==> config.mk <==
export PLATFORM = sky130hd
export DESIGN_NAME = ssd_scan_ctrl
export DESIGN_NICKNAME = d
export VERILOG_FILES = /design/src/rtl/ssd_scan_ctrl.sv
export SDC_FILE = /design/constraint.sdc
export NUM_CORES = 1
export LEC_CHECK = 0
export CORE_MARGIN = 2
export CORE_UTILIZATION = 45
export CTS_CLUSTER_SIZE = 24
export DETAILED_ROUTE_END_ITERATION = 8
export GPL_ROUTABILITY_DRIVEN = 1
export GPL_TIMING_DRIVEN = 0
export PLACE_DENSITY = 0.67
export SLEW_MARGIN = 5
export SYNTH_ARGS = -nofsm -noshare
export SYNTH_HDL_FRONTEND = slang
export SYNTH_SLANG_ARGS = --single-unit
==> constraint.sdc <==
create_clock -name clk -period 3.22 [get_ports clk]
set_input_delay 0.805 -clock clk [delete_from_list [all_inputs] [get_ports clk]]
set_output_delay 0.805 -clock clk [all_outputs]
set_load 0.05 [all_outputs]
==> src/rtl/ssd_scan_ctrl.sv <==
// ssd_scan_ctrl: multiplexed scan controller for a 4-digit seven-segment display.
//   clk, rst   : system clock (rising edge), asynchronous active-high reset
//   load       : one-cycle strobe capturing value / dp_in / blank_lz into a pending buffer
//   value      : four BCD digits, digit0 = [3:0]
//   dp_in      : decimal point per digit
//   blank_lz   : leading-zero blanking enable
//   an         : one-hot digit enable (active-high), registered
//   seg        : segments a..g on bit0..bit6 (active-high), registered
//   dp         : decimal point of the shown digit, registered
//   frame_tick : high in the frame-boundary cycle (idx = 3, last cycle of slot)
//   pending    : captured data waiting for the next frame boundary
module ssd_scan_ctrl #(
  parameter int SLOT_CYC  = 50000,
  parameter int BLANK_CYC = 500
) (
  input  logic        clk,
  input  logic        rst,
  input  logic        load,
  input  logic [15:0] value,
  input  logic [3:0]  dp_in,
  input  logic        blank_lz,
  output logic [3:0]  an,
  output logic [6:0]  seg,
  output logic        dp,
  output logic        frame_tick,
  output logic        pending
);

  localparam int CW = $clog2(SLOT_CYC);
  localparam logic [CW-1:0] CNT_MAX    = CW'(SLOT_CYC - 1);
  localparam logic [CW-1:0] BLANK_LAST = CW'(BLANK_CYC - 1);

  typedef enum logic {BLANK = 1'b0, SHOW = 1'b1} state_t;

  state_t        state, state_nxt;
  logic [CW-1:0] cnt;
  logic [1:0]    idx;
  logic          slot_end, boundary;

  logic [15:0] disp_val, pend_val;
  logic [3:0]  disp_dp, pend_dp;
  logic        disp_lz, pend_lz;

  logic [3:0]  nib;
  logic [6:0]  seg_dec;
  logic [1:0]  hi;
  logic        blank_digit;
  logic [3:0]  an_nxt;
  logic [6:0]  seg_nxt;
  logic        dp_nxt;

  assign slot_end   = (cnt == CNT_MAX);
  assign boundary   = slot_end && (idx == 2'd3);
  assign frame_tick = boundary;

  always_ff @(posedge clk or posedge rst) begin
    if (rst) begin
      cnt   <= '0;
      idx   <= '0;
      state <= BLANK;
    end else begin
      cnt   <= slot_end ? '0 : cnt + 1'b1;
      idx   <= slot_end ? idx + 2'd1 : idx;
      state <= state_nxt;
    end
  end

  // Display register only moves at the boundary; a load landing on the boundary
  // bypasses the pending buffer so the freshest data is shown next frame.
  always_ff @(posedge clk or posedge rst) begin
    if (rst) begin
      disp_val <= '0;
      disp_dp  <= '0;
      disp_lz  <= 1'b0;
      pend_val <= '0;
      pend_dp  <= '0;
      pend_lz  <= 1'b0;
      pending  <= 1'b0;
    end else begin
      if (load) begin
        pend_val <= value;
        pend_dp  <= dp_in;
        pend_lz  <= blank_lz;
        pending  <= 1'b1;
      end
      if (boundary) begin
        pending <= 1'b0;
        if (load) begin
          disp_val <= value;
          disp_dp  <= dp_in;
          disp_lz  <= blank_lz;
        end else if (pending) begin
          disp_val <= pend_val;
          disp_dp  <= pend_dp;
          disp_lz  <= pend_lz;
        end
      end
    end
  end

  always_comb begin
    nib = disp_val[{idx, 2'b00} +: 4];
    case (nib)
      4'd0:    seg_dec = 7'h3F;
      4'd1:    seg_dec = 7'h06;
      4'd2:    seg_dec = 7'h5B;
      4'd3:    seg_dec = 7'h4F;
      4'd4:    seg_dec = 7'h66;
      4'd5:    seg_dec = 7'h6D;
      4'd6:    seg_dec = 7'h7D;
      4'd7:    seg_dec = 7'h07;
      4'd8:    seg_dec = 7'h7F;
      4'd9:    seg_dec = 7'h67;
      default: seg_dec = 7'h00;
    endcase
  end

  // Highest nonzero nibble position; stays 0 for an all-zero value so digit0 is never blanked.
  always_comb begin
    hi = '0;
    for (int unsigned i = 1; i < 4; i++) begin
      if (disp_val[i*4 +: 4] != 4'h0) hi = 2'(i);
    end
  end

  assign blank_digit = disp_lz && (idx > hi);

  always_comb begin
    state_nxt = state;
    an_nxt    = '0;
    seg_nxt   = '0;
    dp_nxt    = 1'b0;
    if (slot_end)               state_nxt = BLANK;
    else if (cnt == BLANK_LAST) state_nxt = SHOW;
    if (state == SHOW && !blank_digit) begin
      an_nxt  = 4'b0001 << idx;
      seg_nxt = seg_dec;
      dp_nxt  = disp_dp[idx];
    end
  end

  always_ff @(posedge clk or posedge rst) begin
    if (rst) begin
      an  <= '0;
      seg <= '0;
      dp  <= 1'b0;
    end else begin
      an  <= an_nxt;
      seg <= seg_nxt;
      dp  <= dp_nxt;
    end
  end

endmodule

==> flow_metrics.py, run 1 <==
metrics = {
    "global_route": {
        "globalRoute.totalOverflow": 0,
        "grt_max_degree": 45,
        "antenna_found_initial": 0,
        "grt_pass1_wl_um": 10900,
        "track_usage": 0.168,
        "first_global_vias": 2225,
    },
    "worst_setup_path": {
        "worstPathCellList": "nor4_2 > nand2_1 > nor3_4 > and2_1 > clkdlybuf4s15_2",
        "arrival_ns": 2.28,
        "cpPeakStageDelay_ns": 0.44,
        "r2r-start": "disp_val[13]",
        "ff2ff_setup_slack_ns": 0.66,
        "cp_slowest_cell": "dfrtp_1",
        "critPathLaunchType": "register",
        "rr_worst_depth": 7,
        "critical_path_class": "register to output pin",
        "r2r_end": "seg[1]",
        "end_kind": "output pin",
        "cp_max_fo": 5,
        "required_ns": 2.41,
    },
    "sta": {
        "fin_tns_setup_ns": 0,
        "clock-skew-final_ns": 0.00936,
        "fin_crit_sh": 0.958,
        "worstMarginPinSlew_ns": 0.691,
        "slew_headroom": 0.537,
        "setup_viol": 0,
        "rsz0062_at_grt": "false",
        "max_freq_mhz": 324,
        "fin_ws_ns": 0.134,
        "hold_viol": 0,
        "slew_viol_final": 0,
        "period_minus_slack_ns": 3.09,
    },
    "clock_tree": {
        "cts_max_level": 3,
        "cts_root_buf": "clkbuf_8",
        "clk_pin_slew_ns": 0.08,
        "clock_sinks": 74,
        "ctsLongestPathBuffers": 2,
        "holdBufCountCts": 0,
        "cts-buffers-inserted": 9,
        "insertion_delay_ns": 0.34,
        "cts_tree": "done",
    },
    "final_layout": {
        "layout.cells.non_filler": 404,
        "fin_area_um2": 4190,
        "n_antenna_cell": 0,
        "final_nets": 337,
        "fill_cells": 626,
        "drive_gt1_frac": 0.252,
        "syn_to_final_growth_pct": 23.7,
    },
    "min_path": {
        "hp-class": "register to register",
        "worstHoldStart": "cnt[0]",
        "hold_end": "cnt[0]",
        "holdPathStages": 1,
    },
    "routing": {
        "final_antenna_net_count": 0,
        "num_vias": 2075,
        "drtIter0Drc": 109,
        "wirelength_um": 6200,
        "first_pass_iters": 4,
        "avgViaCountPerCell": 5.14,
        "drcViolationCount": 0,
        "wire_per_inst_um": 15.3,
    },
    "die": {
        "dieArea_um2": 8240,
        "num_io_pins": 38,
        "fp.coreArea_um2": 7290,
        "floorplan.initialDensity": 0.465,
        "die_height_um": 90.8,
        "die_w_um": 90.8,
        "rows": 31,
    },
    "synthesis": {
        "synth_commonest_cells": "74 x dfrtp_1, 24 x mux2_2, 20 x mux2_4",
        "async_flop_share": 1.00,
        "synth_edf_count": 0,
        "yosys.area.top_type": "dfrtp_1",
        "ys.flop_type": "dfrtp_1",
        "ys_warn_count": 0,
        "ys_seq_elements": 74,
        "syn-num-nets": 288,
        "yosysMostFrequentCell": "dfrtp_1",
        "syn_avg_cell_area_um2": 13.5,
        "synthCells": 251,
        "syn-cell-area_um2": 3390,
        "netlist.area_leader.share": 0.546,
        "yosys-top-cells-area": "dfrtp_1 55%, mux2_4 8.9%, mux2_2 8.0%, ha_1 4.8%, mux4_2 3.3%",
        "yosysUniqueCellTypes": 38,
        "yosysSeqAreaShare": 0.546,
    },
    "placed_design": {
        "dp_slack_ns": -0.0811,
        "portBuffers": 37,
        "dpl_cell_area_um2": 3910,
        "gp_congestion": 0.828,
        "dp.final_hpwl_um": 4370,
        "dp.cells": 388,
    },
    "power": {
        "leakagePower_nw": 1.90,
        "ir_drop_mv": 0.253,
        "p_per_area_nw_per_um2": 478,
        "report.power.total_mw": 2.00,
    },
    "status": {
        "run_status": "finished, final reports clean",
    },
    "job": {
        "drv_cap": 0,
    },
}
-- routing by layer --
| metal | vias to the layer above | GRT usage | wire (µm) |
|---|---|---|---|
| met5 | - | 0 | 0 |
| li1 | 987 | - | - |
| met2 | 55 | 0.259 | 2990 |
| met1 | 1029 | 0.230 | 2880 |
| met4 | 0 | 0.0770 | 40 |
| met3 | 4 | 0.0342 | 288 |
-- placed cells by master, fill, tap and decap left out, types with 4 or more instances in the layout --
cell | netlist | layout
xor2_1 | 8 | 8
nor2_1 | 13 | 13
ha_1 | 13 | 13
clkbuf_1 | 3 | 4
a21oi_1 | 8 | 8
and2_1 | 4 | 4
and3_1 | 8 | 8
mux2_2 | 24 | 24
clkbuf_8 | 0 | 10
clkdlybuf4s50_1 | 0 | 36
nand3_1 | 8 | 8
mux4_2 | 5 | 5
nand2_1 | 10 | 10
xnor2_1 | 6 | 6
mux2_4 | 20 | 20
nand4_1 | 6 | 6
dfrtp_1 | 74 | 74
inv_1 | 9 | 8
bufinv_16 | 0 | 4
-- how the worst max path moves through the flow --
stage	from	end	slack, ns	depth (start not counted)
2_1_floorplan	rst	an[0]	0.53	1
3_3_place_gp	rst	pend_val[11]	-0.63	2
3_5_place_dp	cnt[11]	frame_tick	-0.08	5
4_1_cts	cnt[0]	frame_tick	0.03	6
5_1_grt	cnt[0]	frame_tick	0.009	6
6_report	cnt[11]	frame_tick	0.13	5
-- stage by stage --
step	utilization	hold WS (ns)
floorplan	-	0.448
global placement	0.533	0.470
detailed placement	0.537	0.480
CTS	0.574	0.491
global route	0.575	0.520
finish	0.575	0.486
-- power by group --
part           internal [mW]  switching (mW)  total (mW)
logic                 0.0532          0.0422      0.0954
clock network          0.614           0.334       0.947
registers              0.955         0.00605       0.961
-- critical path: cells and delay by family (launching register included) --
| family | cells | cell delay [ns] |
|---|---|---|
| buffers and inverters | 1 | 0.37 |
| flip-flops | 1 | 0.44 |
| AND/OR/NAND/NOR | 4 | 1.13 |
-- final cells by class --
cell class	instances	area, µm²	area share
Buffer	8	47.5	0.0113
Clock buffer	11	141	0.0337
Clock inverter	5	125	0.0298
Inverter	9	36.3	0.00865
Multi-Input combinational cell	160	1470	0.350
Sequential cell	74	1850	0.442
Tap cell	99	124	0.0295
Timing Repair Buffer	38	399	0.0952
-- sequential cells by signal (all words and copies together), names as in the netlist, 2 cells and up --
| name | cells |
|---|---|
| an | 4 |
| cnt | 16 |
| disp_dp | 4 |
| disp_val | 16 |
| idx | 2 |
| pend_dp | 4 |
| pend_val | 16 |
| seg | 7 |
-- timing repair --
item / 4_1_cts / 5_1_grt
resized for setup: 4 / 1
setup buffers: 0 / 0
endpoints found under the hold margin: 0 / 0
endpoints found under the setup margin: 1 / 1
-- kinds of logic after synthesis --
| group | after synthesis | synth area share |
|---|---|---|
| mux | 49 | 0.202 |
| simple gates | 64 | 0.108 |
| flops | 74 | 0.546 |
| buf+inv | 17 | 0.0240 |
| compound gates | 20 | 0.0362 |
| xor+xnor | 14 | 0.0362 |
| fa+ha+maj | 13 | 0.0480 |
Note: power is estimated with default switching activity, not from simulation.
==> run 2: changes to the inputs <==
CORE_MARGIN = 1   (was 2)
==> run 2 against run 1 <==
Effect of this change:
- power fell by 9.6%
- routed wire length fell by 3.4%
- sequential cell count did not move
- final area fell by 1.6%
- global-route usage rose by 0.99 points
- clock power fell by 20%
- critical endpoint unchanged
- largest cell class unchanged
- largest power group unchanged
==> flow_metrics.py, run 2 (synthesis gave the netlist of run 1 again) <==
metrics = {
    "die": {
        "rows": 31,
        "dieArea_um2": 7880,
        "num_io_pins": 38,
        "fp.coreArea_um2": 7250,
        "die_height_um": 88.8,
        "die_w_um": 88.8,
        "floorplan.initialDensity": 0.467,
    },
    "power": {
        "ir_drop_mv": 0.228,
        "leakagePower_nw": 1.87,
        "p_per_area_nw_per_um2": 439,
    },
    "final_layout": {
        "final_nets": 337,
        "final_cell_mix": "74 x dfrtp_1, 36 x clkdlybuf4s50_1, 24 x mux2_2",
        "syn_to_final_growth_pct": 21.7,
        "mostFrequentLayoutCell": "dfrtp_1",
        "reg_top3": "cnt: 16 flops, disp_val: 16 flops, pend_val: 16 flops",
        "drive_gt1_frac": 0.253,
        "fin_area_um2": 4130,
        "n_antenna_cell": 0,
    },
    "placed_design": {
        "portBuffers": 37,
        "gp_congestion": 0.834,
        "dp_slack_ns": -0.0341,
        "dpl_cell_area_um2": 3910,
        "dp.final_hpwl_um": 4300,
    },
    "global_route": {
        "globalRoute.totalOverflow": 0,
        "grt_max_degree": 44,
        "track_usage": 0.178,
        "first_global_vias": 2185,
        "antenna_found_initial": 0,
        "grt_pass1_wl_um": 10400,
    },
    "worst_setup_path": {
        "cp_max_fo": 5,
        "required_ns": 2.41,
        "critPathLaunchType": "register",
        "end_kind": "output pin",
        "arrival_ns": 2.27,
        "critical_path_class": "register to output pin",
    },
    "sta": {
        "slew_headroom": 0.526,
        "period_minus_slack_ns": 3.07,
        "max_freq_mhz": 326,
        "rsz0062_at_grt": "false",
        "hold_viol": 0,
        "fin_ws_ns": 0.150,
        "setup_viol": 0,
        "clock-skew-final_ns": 0.00827,
        "slew_viol_final": 0,
        "fin_crit_sh": 0.954,
        "worstMarginPinSlew_ns": 0.707,
    },
    "clock_tree": {
        "clk_pin_slew_ns": 0.07,
        "post-cts-setup-buffers": 0,
        "cts_max_level": 3,
        "cts_tree": "done",
        "ctsLongestPathBuffers": 2,
        "clock_sinks": 74,
        "cts_root_buf": "clkbuf_8",
        "cts-buffers-inserted": 9,
        "insertion_delay_ns": 0.34,
        "holdBufCountCts": 0,
    },
    "routing": {
        "first_pass_iters": 4,
        "num_vias": 2070,
        "wirelength_um": 5990,
        "drtIter0Drc": 111,
        "wire_per_inst_um": 14.9,
        "final_antenna_net_count": 0,
        "avgViaCountPerCell": 5.14,
        "drcViolationCount": 0,
    },
    "status": {
        "run_status": "finished, final reports clean",
    },
    "min_path": {
        "hp-class": "register to register",
    },
    "job": {
        "drv_cap": 0,
    },
}
-- run 2: cell count changes in the layout (fill, tap and decap cells not counted) --
cell / delta
clkbuf_8: -1
buf_12: +1
clkinv_2: +2
buf_16: -1
clkinvlp_4: +1
bufinv_16: -2
clkbuf_1: -1
-- run 2: worst paths after layout --
check                             start  slack, ns  cells after the start      endpoint
min in group asynchronous           rst       0.81                      2        seg[3]
max reg2reg                disp_val[13]       0.63                      7        seg[1]
min                              cnt[0]       0.49                      1        cnt[0]
max                              cnt[0]       0.15                      6    frame_tick
max in group asynchronous           rst       1.86                      3  disp_val[10]
min reg2reg                      cnt[0]       0.49                      1        cnt[0]
-- run 2: routing by layer --
metal	up-vias	GRT usage	wire [µm]
met2	39	0.279	2800
met4	0	0.0748	90
met1	1037	0.238	2900
met3	9	0.0429	195
li1	985	-	-
met5	-	0	0
-- run 2: timing repair --
item,CTS,global route
gates cloned,0,0
resized for setup,3,2
endpoints found under the setup margin,1,1
-- run 2: critical path, stage by stage, from the launching register on --
cell	delay [ns]
dfrtp_1	0.39
ha_1	0.23
nand3_2	0.11
or3_4	0.42
nor3_4	0.22
and2_1	0.19
clkdlybuf4s15_2	0.37
-- run 2: layout make-up --
class,instances,area [µm²]
buffer,8,47.5
clock buffer,9,124
clock inverter,6,82.6
fill,610,3130
inverter,9,36.3
multi-input combinational,160,1470
sequential,74,1850
tap,99,124
timing repair buffer,38,392
-- run 2: metrics by stage --
stage,power [mW],setup TNS [ns],cells,utilization,hold WS [ns]
finish,1.81,0,403,0.569,0.492
global route,1.88,0,403,0.569,0.522
CTS,1.83,0,403,0.567,0.494
detailed placement,1.08,-0.0341,388,0.539,0.485
global placement,1.07,-44.55,387,0.535,0.469
floorplan,1.03,0,251,-,0.448
-- run 2: report_power, final --
| group | switching, mW | internal, mW |
|---|---|---|
| sequential | 0.00613 | 0.955 |
| clock | 0.329 | 0.428 |
| combinational | 0.0418 | 0.0522 |
| total | 0.377 | 1.43 |
==> run 3: changes to the inputs <==
CTS_CLUSTER_DIAMETER = 80   (was unset)
==> results of run 3 <==
Same layout as run 2: the final DEF is identical, and so are final timing and power.
